### src/rtl/jtpopeye_dma.sv
// Per-frame object DMA: on each VB rising edge it takes the Z80 bus and copies LEN bytes
// of main RAM into object RAM. The read latency is tracked by a valid/address token pipeline.
module jtpopeye_dma #(
    parameter int AW     = 10,
    parameter int LEN    = 1024,
    parameter int RD_LAT = 2
) (
    input  logic          clk,
    input  logic          rst,
    input  logic          cen,
    input  logic          VB,
    output logic          busrq_n,
    input  logic          busak_n,
    output logic          dma_cs,
    output logic [AW-1:0] AD_DMA,
    input  logic [7:0]    DD_DMA,
    output logic [AW-1:0] obj_addr,
    output logic [7:0]    obj_data,
    output logic          obj_we,
    output logic          busy,
    output logic          done,
    output logic          miss
);

    typedef enum logic [1:0] {IDLE, REQ, XFER, DRAIN} state_t;

    localparam logic [AW:0] LAST = (AW+1)'(LEN - 1);

    state_t        state_q;
    logic [AW:0]   cnt_q;
    logic          vbl_q;
    logic [RD_LAT:0] vld_q;
    logic [AW-1:0] addr_q [0:RD_LAT];

    logic start, issue, lost, pipe_empty, wr_d;

    assign start      = VB & ~vbl_q;
    assign issue      = (state_q == XFER) & cen & ~busak_n;
    assign lost       = ((state_q == XFER) | (state_q == DRAIN)) & busak_n;
    // Empty once the last token is leaving the pipeline on this clk
    assign pipe_empty = ~|vld_q[RD_LAT-1:0];
    assign wr_d       = vld_q[RD_LAT] & ~lost;

    // Stage 0 carries the address just put on AD_DMA; the last stage lines up with DD_DMA
    always_ff @(posedge clk) begin
        addr_q[0] <= cnt_q[AW-1:0];
        for (int k = 1; k <= RD_LAT; k++) begin
            addr_q[k] <= addr_q[k-1];
        end
    end

    always_ff @(posedge clk or posedge rst) begin
        if (rst) begin
            state_q  <= IDLE;
            cnt_q    <= '0;
            vbl_q    <= 1'b0;
            vld_q    <= '0;
            busrq_n  <= 1'b1;
            dma_cs   <= 1'b0;
            AD_DMA   <= '0;
            obj_addr <= '0;
            obj_data <= '0;
            obj_we   <= 1'b0;
            busy     <= 1'b0;
            done     <= 1'b0;
            miss     <= 1'b0;
        end else begin
            vbl_q  <= VB;
            done   <= 1'b0;
            miss   <= 1'b0;
            obj_we <= wr_d;
            if (wr_d) begin
                obj_addr <= addr_q[RD_LAT];
                obj_data <= DD_DMA;
            end
            vld_q <= lost ? '0 : {vld_q[RD_LAT-1:0], issue};

            case (state_q)
                IDLE: begin
                    busy <= start;
                    if (start) begin
                        busrq_n <= 1'b0;
                        state_q <= REQ;
                    end
                end
                REQ: begin
                    if (!busak_n) begin
                        cnt_q   <= '0;
                        dma_cs  <= 1'b1;
                        state_q <= XFER;
                    end else if (!VB) begin
                        busrq_n <= 1'b1;
                        miss    <= 1'b1;
                        busy    <= 1'b0;
                        state_q <= IDLE;
                    end
                end
                XFER, DRAIN: begin
                    if (lost) begin
                        dma_cs  <= 1'b0;
                        busrq_n <= 1'b1;
                        miss    <= 1'b1;
                        busy    <= 1'b0;
                        state_q <= IDLE;
                    end else if (state_q == XFER) begin
                        if (issue) begin
                            AD_DMA <= cnt_q[AW-1:0];
                            cnt_q  <= cnt_q + 1'b1;
                            if (cnt_q == LAST) state_q <= DRAIN;
                        end
                    end else if (pipe_empty) begin
                        // busy stays up one more clk and is cleared from IDLE
                        dma_cs  <= 1'b0;
                        busrq_n <= 1'b1;
                        done    <= 1'b1;
                        state_q <= IDLE;
                    end
                end
                default: state_q <= IDLE;
            endcase
        end
    end

endmodule

### config.mk
export PLATFORM = sky130hd
export DESIGN_NAME = jtpopeye_dma
export DESIGN_NICKNAME = d
export VERILOG_FILES = /design/src/rtl/jtpopeye_dma.sv
export SDC_FILE = /design/constraint.sdc
export NUM_CORES = 1
export LEC_CHECK = 0
export CAP_MARGIN = 25
export CORE_ASPECT_RATIO = 1.1
export CORE_MARGIN = 8
export CORE_UTILIZATION = 46
export DETAILED_ROUTE_END_ITERATION = 6
export PLACE_DENSITY = 0.82
export SYNTH_ARGS = -nofsm -noshare
export SYNTH_HDL_FRONTEND = slang
export SYNTH_SLANG_ARGS = --single-unit
### constraint.sdc
create_clock -name clk -period 1.6 [get_ports clk]
set_input_delay 0.4 -clock clk [delete_from_list [all_inputs] [get_ports clk]]
set_output_delay 0.4 -clock clk [all_outputs]
set_load 0.005 [all_outputs]
-- Word-level counts from Yosys, hierarchy flattened
Memory sizes are Yosys's and may differ from the RTL's. A register that Yosys moved wholly into a read port is not among the register bits.
Index checks and enable logic that the tools add are counted.
- add/subtract/negate cells: 1
- eq/ne operators: 18
- mux-type cells: 39
- bitwise logic cells: 9
- reductions and logical operators: 10
- operators with widths (kind ; number):
    11-bit 2-to-1 mux ; 4
    11-bit one-hot mux with 2 select lines ; 1
    1-bit 2-to-1 mux ; 20
    2-bit 2-to-1 mux ; 8
    2-bit inequality test (second input constant) ; 8
    5-bit AND reduction ; 3
    4-bit inequality test (second input constant) ; 3
    11-bit by 1-bit adder with 11-bit output (second input constant) ; 1
    11-bit by 10-bit equality test with 1-bit output (second input constant) ; 1
    3-bit inequality test (second input constant) ; 3
    4-bit AND reduction ; 2
    1-bit one-hot mux with 3 select lines ; 2
    2-bit one-hot mux with 3 select lines ; 1
    1-bit bitwise AND ; 5
    2-bit equality test (second input constant) ; 2
    1-bit one-hot mux with 2 select lines ; 2
    2-bit OR reduction ; 2
    3-bit 2-to-1 mux ; 1
    1-bit inverter ; 3
    3-bit AND reduction ; 1
    2-bit by 1-bit equality test with 1-bit output (second input constant) ; 1
    2-bit logical NOT ; 1
    2-bit nonzero test ; 1
    1-bit OR ; 1
- bits in registers: 41
- bits in writable memories: 30
- input port bits: 13
- logic and storage cells: 90
- memories kept: 1
- memories (memory ; words ; bits a word ; read ports ; clocked after memory_dff ; write ports ; RTL line ; text):
    addr_q ; 3 ; 10 ; 3 ; 1 ; 3 ; 33 ; logic [AW-1:0] addr_q [0:RD_LAT];

-- Logic depth before layout (Yosys ltp)
Gate-level depths: netlist of the first run.
- depth in word-level cells: 7
- depth in mapped cells: 5
- mapped depth without buffers: 4

-- Worst setup path after synthesis of the first run
OpenSTA, ideal clock, no wires.
- path type: input to register
- start point: input port busak_n
- end point: register AD_DMA[2]
- data arrival time: 1354 ps
- required time: 1472 ps
- setup slack: 119 ps
- cell stages on the path: 4
- cells stage by stage: buf_4 -> and4bb_4 -> buf_6 -> mux2_1
- cells in the longest elaborated chain, start to end: 3
- elaborated cells on any way between the ends: 5
- classes of those cells: bitwise: 4; reduce/logical: 1
- ends and longest elaborated chain (element ; RTL line ; text):
    start: declaration ; 13 ; input logic busak_n,
    1-bit inverter / 1-bit bitwise AND (equally long branches) ; 38, 39 ;
    1-bit bitwise AND / 1-bit inverter (equally long branches) ; n/a ;
    4-bit AND reduction (no source line) * ; n/a ;
    end signal: assignment ; 107 ; AD_DMA <= cnt_q[AW-1:0];
    end: declaration ; 15 ; output logic [AW-1:0] AD_DMA,
Mark *: on every way between the ends. The rest lies on a longest branch, timed or not.
A chain may end at the register's enable or synchronous reset.

-- Final worst setup path of the first run
- start point: register busrq_n
- end point: output port busrq_n
- RTL lines (element ; RTL line ; text):
    start: declaration ; 12 ; output logic busrq_n,
    start signal: assignment ; 58 ; busrq_n <= 1'b1;
    start signal: assignment ; 82 ; busrq_n <= 1'b0;
    start signal: assignment ; 92 ; busrq_n <= 1'b1;
No word-level cell between the ends.

==> results of run 1 <==
==> sequential cells by signal, summed over array words and instances (netlist names), 2 cells and up <==
signal    count
AD_DMA       10
addr_q       30
cnt_q        11
obj_addr     10
obj_data      8
state_q       2
vld_q         3
==> layer usage <==
layer,vias up,track usage,share of wire,wire [um]
met1,805,0.128,0.41,2010
met4,0,0.0704,0.023,111
met3,9,0.0495,0.069,337
met5,-,0,0,0
met2,40,0.192,0.50,2430
li1,793,-,-,-
==> cells in the mapped netlist (2+ instances only) <==
cell type	number	area [um^2]
buf_6	3	33.8
a21oi_1	5	25.0
and3_1	2	12.5
nand4_1	3	18.8
mux2i_1	3	30.0
and2_1	4	25.0
o21ai_0	5	25.0
dfxtp_1	30	601
nand2b_1	3	18.8
inv_1	4	15.0
nand2_1	10	37.5
mux2_2	13	146
and4_1	2	17.5
mux2_4	9	135
nand3_1	6	30.0
mux2_1	7	78.8
dfrtp_1	50	1250
xor2_1	2	17.5
nor2_1	9	33.8
==> power groups by stage <==
stage | registers (mW) | clock network, mW | logic, mW
detailed placement | 2.35 | 0 | 0.630
floorplan | 2.35 | 0 | 0.254
finish | 2.30 | 1.31 | 0.559
global route | 2.33 | 1.43 | 0.614
global placement | 2.34 | 0 | 0.622
CTS | 2.30 | 1.34 | 0.572
==> worst max-delay path by stage <==
stage	startpoint	end	slack, ps
floorplan	busak_n	AD_DMA[2]	120
CTS	obj_addr[2]	obj_addr[2]	1
global placement	busak_n	AD_DMA[7]	-240
detailed placement	busak_n	cnt_q[0]	-270
global route	cnt_q[4]	cnt_q[9]	30
finish	busrq_n	busrq_n	100
==> what timing repair did <==
action                     in CTS  in global routing
hold buffers                    0                  0
setup endpoints to repair      32                  6
setup buffers                   5                  0
pin swaps                       0                  0
gates resized for setup        31                  6
==> cell type report <==
type	count	area, um^2	share of cell area
repair buffers	63	584	0.164
well taps	77	96.3	0.0270
clock inverters	2	12.5	0.00351
flip-flops and latches	81	1880	0.527
inverters	4	18.8	0.00526
multi-input cells	99	811	0.227
clock buffers	14	164	0.0460
==> kinds of logic after synthesis <==
family                     after synthesis  synth area share
muxes                                   32             0.142
and+or+nand+nor                         47             0.103
buffers and inverters                   10            0.0236
xor gates and xnor gates                 3           0.00955
adders and majority gates                1           0.00454
AOI/OAI and AO/OA                       16            0.0350
DFF                                     81             0.682
==> metrics by stage <==
stage | setup TNS (ps) | utilization | total power [mW] | setup slack (ps)
final | 0 | 0.618 | 4.16 | 98.5
after global routing | 0 | 0.618 | 4.37 | 29.9
after floorplan | 0 | - | 2.61 | 119
after CTS | 0 | 0.616 | 4.22 | 1.46
after global placement | -8040 | 0.586 | 2.96 | -238
after detailed placement | -8960 | 0.586 | 2.98 | -268
==> impl_metrics.ini, run 1 <==
[global_routing]
grt_antenna_before_repair = 0
overflow = 0
grt_max_degree = 52
grt_pass1_vias = 1719
grt_first_pass_wirelength_mm = 8.24
grt_usage = 0.119

[sta]
maxSlewViolCount = 0
worst_pin_slew_ps = 299
max_clock_freq_mhz = 666
max_slew_margin = 0.799
fin_skew_ps = 5.65
final.min_clock_period_ps = 1500
rsz0062_at_grt = false
fin_crit_sh = 0.938
whs_ps = 328
hold_violations = 0
setup_viol = 0

[clock_tree]
clk_latency_ps = 340
cts_num_sinks = 81
clockRootBuffer = clkbuf_8
clockBufferDepth = 2
htreeDepth = 3
tritoncts = done
path_clk_slew_ps = 70
cts-buffers-inserted = 9

[setup_path]
worstPathCellList = dlygate4sd2_1
cp-start-kind = flop
cp_slowest_cell = dfstp_2
rr_startpoint = cnt_q[4]
r2r-end = cnt_q[9]
cp_data_required_time_ps = 1200
cp.arrival_ps = 1100
end_kind = output port
cp_max_fo = 2
critPathTopFamily = flip-flops
r2r_setup_slack_ps = 120
cpPeakStageDelay_ps = 530
crit_cells = 1
reg2reg_depth = 4
worstSetupPathType = flop to output port
path_buf_inv = 1

[pwr]
intPower_mw = 3.23
power.switching_uw = 936
power_leakage_nw = 1.83
p_seq_frac = 0.552
p_per_area_nw_per_um2 = 1170
clkPwrFrac = 0.314
peakVddDrop_mv = 0.502
combPwrFrac = 0.134
swShare = 0.225

[floorplanning]
initial_utilization = 0.477
die_h_um = 97.1
rows = 29
coreArea_um2 = 5770
dieArea_um2 = 8720
io_pins = 47
die_w_um = 89.8

[synthesis]
syn_inst = 190
netlist_area_um2 = 2750
synth_ff_type = dfrtp_1
seq_area_frac_synth = 0.682
synth_cell_types = 39
async_reset_ff_frac = 0.630
syn_nets = 204
syn_area_per_cell_um2 = 14.5
yosysWarnings = 0
synth_edf_count = 0
ys_seq_elements = 81

[job]
drv_cap = 0

[placement]
dp_hpwl_mm = 3.30
io_buffers = 46
placed_area_um2 = 3380
gp_congestion = 0.770
dp.cells = 319

[final_layout]
areaGrowthSynthToFinish_pct = 29.5
final_nets = 272
final_cell_mix = dfrtp_1 (49), dlygate4sd2_1 (31), dfxtp_1 (30), buf_4 (15), mux2_2 (13)
instances_no_fill = 340
layout_commonest_cell = dfrtp_1
fillers = 424
drive_gt1_frac = 0.224
diodes = 0
final_area_um2 = 3570

[routing]
ant_nets = 0
wire_per_inst_um = 14.4
postRouteWirelength_mm = 4.89
vias = 1647
drc = 0
viasPerCell = 4.84
first_pass_iters = 4
first_iter_violations = 51

[min_path]
min_to = addr_q[2][0]
hp-class = flop to flop
hold_depth = 0
min-delay-start = addr_q[1][0]

[status]
outcome = complete, no violations
Note: power is estimated with default switching activity, not from simulation.
==> run 2: changes to the inputs <==
--- a/config.mk
+++ b/config.mk
@@ -8,9 +8,9 @@
 export CAP_MARGIN = 25
 export CORE_ASPECT_RATIO = 1.1
 export CORE_MARGIN = 8
-export CORE_UTILIZATION = 46
+export CORE_UTILIZATION = 55
 export DETAILED_ROUTE_END_ITERATION = 6
-export PLACE_DENSITY = 0.82
+export PLACE_DENSITY = 0.9
 export SYNTH_ARGS = -nofsm -noshare
 export SYNTH_HDL_FRONTEND = slang
 export SYNTH_SLANG_ARGS = --single-unit
==> constraint.sdc (replaced) <==
create_clock -name clk -period 1.75 [get_ports clk]
set_input_delay 0.4375 -clock clk [delete_from_list [all_inputs] [get_ports clk]]
set_output_delay 0.4375 -clock clk [all_outputs]
set_load 0.005 [all_outputs]
==> run 2 against run 1 <==
Cell count decreased by 7.9%; die area down 14%; highest routed layer unchanged; first-iteration DRC count grew 110%.
==> impl_metrics.ini, run 2 (same netlist as run 1, synthesis figures left out) <==
[pwr]
p_seq_frac = 0.528
total_power_mw = 4.01
power_leakage_nw = 1.62
intPower_mw = 3.11
peakVddDrop_mv = 0.589
swShare = 0.226
combPwrFrac = 0.143
clkPwrFrac = 0.330
p_per_area_nw_per_um2 = 1130
power.switching_uw = 906

[setup_path]
worstSetupPathType = flop to output port
cp_data_required_time_ps = 1310
path_buf_inv = 1
cpPeakStageDelay_ps = 540
end_kind = output port
cp-startpoint = obj_addr[9]
worstPathCellList = clkdlybuf4s50_1
critPathTopFamily = buffers and inverters
rr_startpoint = cnt_q[2]
cp.arrival_ps = 1260
cp_slowest_cell = clkdlybuf4s50_1
cp_max_fo = 2
cp-start-kind = flop

[final_layout]
largest_reg_flops = 30
seqCellArea_um2 = 1880
final_cell_mix = dfrtp_1 (50), clkdlybuf4s50_1 (45), dfxtp_1 (30), mux2_2 (13)
fillers = 336
largest_register = addr_q
areaGrowthSynthToFinish_pct = 28.5
final_nets = 264
reg.largest.list = addr_q: 30 flops, cnt_q: 11 flops
final_area_um2 = 3540
diodes = 0
drive_gt1_frac = 0.200
multi_input_comb_area_um2 = 810
layout_commonest_cell = dfrtp_1

[sta]
fin_skew_ps = 8.45
max_slew_margin = 0.786
worst_pin_slew_ps = 318
fin_crit_sh = 0.969
rsz0062_at_grt = false
hold_violations = 0
final.min_clock_period_ps = 1700
maxSlewViolCount = 0
setup_viol = 0
layout_setup_ws_ps = 53.8
max_clock_freq_mhz = 590

[routing]
ant_nets = 0
first_iter_violations = 107
vias = 1676
postRouteWirelength_mm = 5.15
first_pass_iters = 4
viasPerCell = 5.35
drc = 0
wire_per_inst_um = 16.5

[placement]
io_buffers = 46
placed_area_um2 = 3340
post-place-ws_ps = -128
dp_hpwl_mm = 3.53
gp_congestion = 0.828

[min_path]
min-delay-start = addr_q[0][6]
hp-class = flop to flop

[floorplanning]
dieArea_um2 = 7530
io_pins = 47
rows = 27
initial_utilization = 0.558
die_h_um = 90.2
coreArea_um2 = 4930
die_w_um = 83.5

[global_routing]
grt_max_degree = 23
grt_first_pass_wirelength_mm = 8.66
grt_antenna_before_repair = 0
overflow = 0
grt_usage = 0.145
grt_pass1_vias = 1725

[clock_tree]
clockRootBuffer = clkbuf_8
path_clk_slew_ps = 80
cts_resized = 1
cts-buffers-inserted = 9
clk_latency_ps = 340
clockBufferDepth = 2
htreeDepth = 3
cts_hold_buffers = 0
tritoncts = done
cts_num_sinks = 81
post_cts_buffers = 0

[job]
drv_cap = 0

[status]
outcome = complete, no violations
-- run 2: changes by cell type in the layout (fill, tap and decap cells not counted), sizes merged --
cell	change
inv	+1
dlygate4sd2	-30
dlymetal6s2s	-4
clkdlybuf4s50	+34
bufinv	+1
clkinvlp	+1
clkinv	-1
clkbuf	-2
buf	-8
-- run 2: area by class of cell --
class / instances / share of cell area
Clock buffer: 12 / 0.0410
Clock inverter: 4 / 0.0149
Sequential cell: 81 / 0.531
Timing Repair Buffer: 55 / 0.160
Tap cell: 58 / 0.0205
Inverter: 4 / 0.00424
Multi-Input combinational cell: 99 / 0.229
-- run 2: worst register-to-register path, stage by stage (launching register included) --
cell	delay, ps
dfrtp_1	450
and4_1	300
and4_1	290
a31oi_1	110
a41o_1	210
-- run 2: worst paths after layout --
check                      slack, ps      endpoint  depth (start not counted)
min reg2reg                      320  addr_q[1][6]                          0
min                              320  addr_q[1][6]                          0
max in group asynchronous        960      cnt_q[4]                          3
max reg2reg                      280      cnt_q[9]                          4
max                               50   obj_addr[9]                          1
min in group asynchronous        370      vld_q[2]                          2
-- run 2: per-layer routing --
metal  part of all wire  track usage  vias to the layer above
met5                  0            0                        -
met4              0.021       0.0778                        0
met3              0.061       0.0505                       13
li1                   -            -                      778
met1               0.42        0.162                      823
met2               0.50        0.236                       62
-- run 2: per-stage QoR --
stage                     setup TNS (ps)   util  hold slack, ps  std cells
after detailed placement           -3230  0.677             312        297
after global routing                   0  0.717             326        313
after global placement             -2650  0.677             310        297
after floorplan                        0      -             310        190
final                                  0  0.717             323        313
after CTS                              0  0.717             321        313
-- run 2: power by group through the flow --
| stage | registers (mW) | clock network (mW) | logic (mW) |
|---|---|---|---|
| 6_report | 2.12 | 1.32 | 0.572 |
| 5_1_grt | 2.14 | 1.45 | 0.625 |
| 4_1_cts | 2.12 | 1.36 | 0.585 |
| 3_5_place_dp | 2.16 | 0 | 0.584 |
| 3_3_place_gp | 2.14 | 0 | 0.567 |
| 2_1_floorplan | 2.15 | 0 | 0.232 |
==> run 3: changes to the inputs <==
--- a/config.mk
+++ b/config.mk
@@ -7,10 +7,9 @@
 export LEC_CHECK = 0
 export CAP_MARGIN = 25
 export CORE_ASPECT_RATIO = 1.1
-export CORE_MARGIN = 8
-export CORE_UTILIZATION = 55
+export CORE_UTILIZATION = 46
 export DETAILED_ROUTE_END_ITERATION = 6
-export PLACE_DENSITY = 0.9
+export PLACE_DENSITY = 0.82
 export SYNTH_ARGS = -nofsm -noshare
 export SYNTH_HDL_FRONTEND = slang
 export SYNTH_SLANG_ARGS = --single-unit
==> constraint.sdc (replaced) <==
create_clock -name clk -period 1.5 [get_ports clk]
set_input_delay 0.375 -clock clk [delete_from_list [all_inputs] [get_ports clk]]
set_output_delay 0.375 -clock clk [all_outputs]
set_load 0.005 [all_outputs]
==> run 3 against run 2 <==
Routed wire length shrank 13%; critical path depth is the same; register-to-register slack lost 190 ps; cell count grew 11%; critical endpoint is now busrq_n.
==> impl_metrics.ini, run 3 (same netlist as run 1, synthesis figures left out) <==
[sta]
maxSlewViolCount = 0
max_slew_margin = 0.772
fin_crit_sh = 0.960
setup_viol = 0
final.min_clock_period_ps = 1440
rsz0062_at_grt = false
worst_pin_slew_ps = 342
layout_setup_ws_ps = 60.3
fin_skew_ps = 4.03
max_clock_freq_mhz = 695
hold_violations = 0

[placement]
io_buffers = 46
dp_hpwl_mm = 2.87
post-place-ws_ps = -483
gp_congestion = 0.774

[clock_tree]
cts-buffers-inserted = 9
tritoncts = done
clockRootBuffer = clkbuf_8
htreeDepth = 3
clockBufferDepth = 2
cts_num_sinks = 81
clk_latency_ps = 330
path_clk_slew_ps = 80

[status]
outcome = complete, no violations

[pwr]
peakVddDrop_mv = 0.646
power_leakage_nw = 1.82
total_power_mw = 4.59
p_per_area_nw_per_um2 = 1270

[setup_path]
end_kind = output port
r2r-end = cnt_q[9]
cp_data_required_time_ps = 1120
cp-start-kind = flop
cpPeakStageDelay_ps = 540
cp_slowest_cell = dfstp_2
path_buf_inv = 1
rr_startpoint = cnt_q[5]
cp.arrival_ps = 1060
cp_max_fo = 2
reg2reg_depth = 4
worstPathCellList = clkdlybuf4s15_1
r2r_setup_slack_ps = 90
critPathTopFamily = flip-flops
worstSetupPathType = flop to output port

[floorplanning]
dieArea_um2 = 6300
initial_utilization = 0.477
coreArea_um2 = 5770
die_w_um = 75.8
rows = 29
io_pins = 47
die_h_um = 83.1

[final_layout]
final_nets = 278
areaGrowthSynthToFinish_pct = 31.4
reg.largest.list = addr_q: 30 flops, cnt_q: 11 flops
largest_register = addr_q
largest_reg_flops = 30
final_cell_mix = dfrtp_1 (49), dlygate4sd2_1 (34), dfxtp_1 (30), buf_4 (20), mux2_2 (13)
drive_gt1_frac = 0.249
diodes = 0
layout_commonest_cell = dfrtp_1
fin_util = 0.627

[routing]
first_iter_violations = 65
wire_per_inst_um = 13.0
first_pass_iters = 4
viasPerCell = 4.77
vias = 1649
ant_nets = 0
drc = 0
postRouteWirelength_mm = 4.50

[global_routing]
grt_antenna_before_repair = 0
grt_usage = 0.161
overflow = 0
grt_pass1_vias = 1645
grt_first_pass_wirelength_mm = 7.55
grt_max_degree = 52

[min_path]
hold_depth = 0
min_to = addr_q[2][6]
hp-class = flop to flop
min-delay-start = addr_q[1][6]

[job]
drv_cap = 0
==> run 3: changes by cell type in the layout (fill, tap and decap cells not counted), sizes merged <==
cell           delta
clkdlybuf4s50    -35
dlygate4sd2      +33
clkinvlp          -1
inv               -1
and4bb            +1
clkbuf            -1
dlymetal6s2s      +1
clkinv            +3
clkdlybuf4s15     +1
buf              +13
==> run 3: how the worst max path moves through the flow <==
stage / startpoint / cells past startpoint / slack [ps] / end
after detailed placement: busak_n / 4 / -480 / cnt_q[0]
after CTS: busrq_n / 1 / 6 / busrq_n
after global routing: state_q[1] / 5 / 2 / cnt_q[10]
after floorplan: busak_n / 4 / 40 / AD_DMA[2]
final: busrq_n / 1 / 60 / busrq_n
after global placement: busak_n / 3 / -450 / AD_DMA[8]
==> run 3: area by class of cell <==
| type | instances | area, um^2 |
|---|---|---|
| fillers | 423 | 2150 |
| well taps | 77 | 96.3 |
| clock buffers | 11 | 131 |
| inverters | 4 | 18.8 |
| repair buffers | 68 | 611 |
| flip-flops and latches | 81 | 1880 |
| clock inverters | 5 | 56.3 |
| multi-input cells | 100 | 823 |
==> run 3: timing repair <==
item | in CTS | in global routing
setup buffers | 8 | 0
hold buffers | 0 | 0
gates resized for setup | 35 | 4
pin swaps | 1 | 0
setup endpoints to repair | 63 | 26
gates cloned | 1 | 0
==> run 3: metrics by stage <==
stage | hold slack (ps) | TNS (ps) | instance area (um^2) | std cells
floorplan | 310 | 0 | 2760 | 190
global placement | 310 | -15700 | 3390 | 321
detailed placement | 312 | -16680 | 3390 | 321
CTS | 327 | 0 | 3610 | 346
global route | 329 | 0 | 3620 | 346
finish | 327 | 0 | 3620 | 346
==> run 3: per-layer routing <==
metal	wire length, um	part of all wire	vias up	GRT usage
met1	2000	0.44	795	0.196
met4	51	0.011	0	0.0673
met5	0	0	-	0
met3	206	0.046	6	0.0510
met2	2240	0.50	45	0.259
li1	-	-	803	-
==> run 3: power breakdown <==
group | leakage (nW) | switching (mW) | internal (mW) | total (mW)
registers | 0.926 | 0.0932 | 2.36 | 2.46
logic | 0.806 | 0.229 | 0.430 | 0.659
clock network | 0.0933 | 0.708 | 0.767 | 1.47
total | 1.82 | 1.03 | 3.56 | 4.59
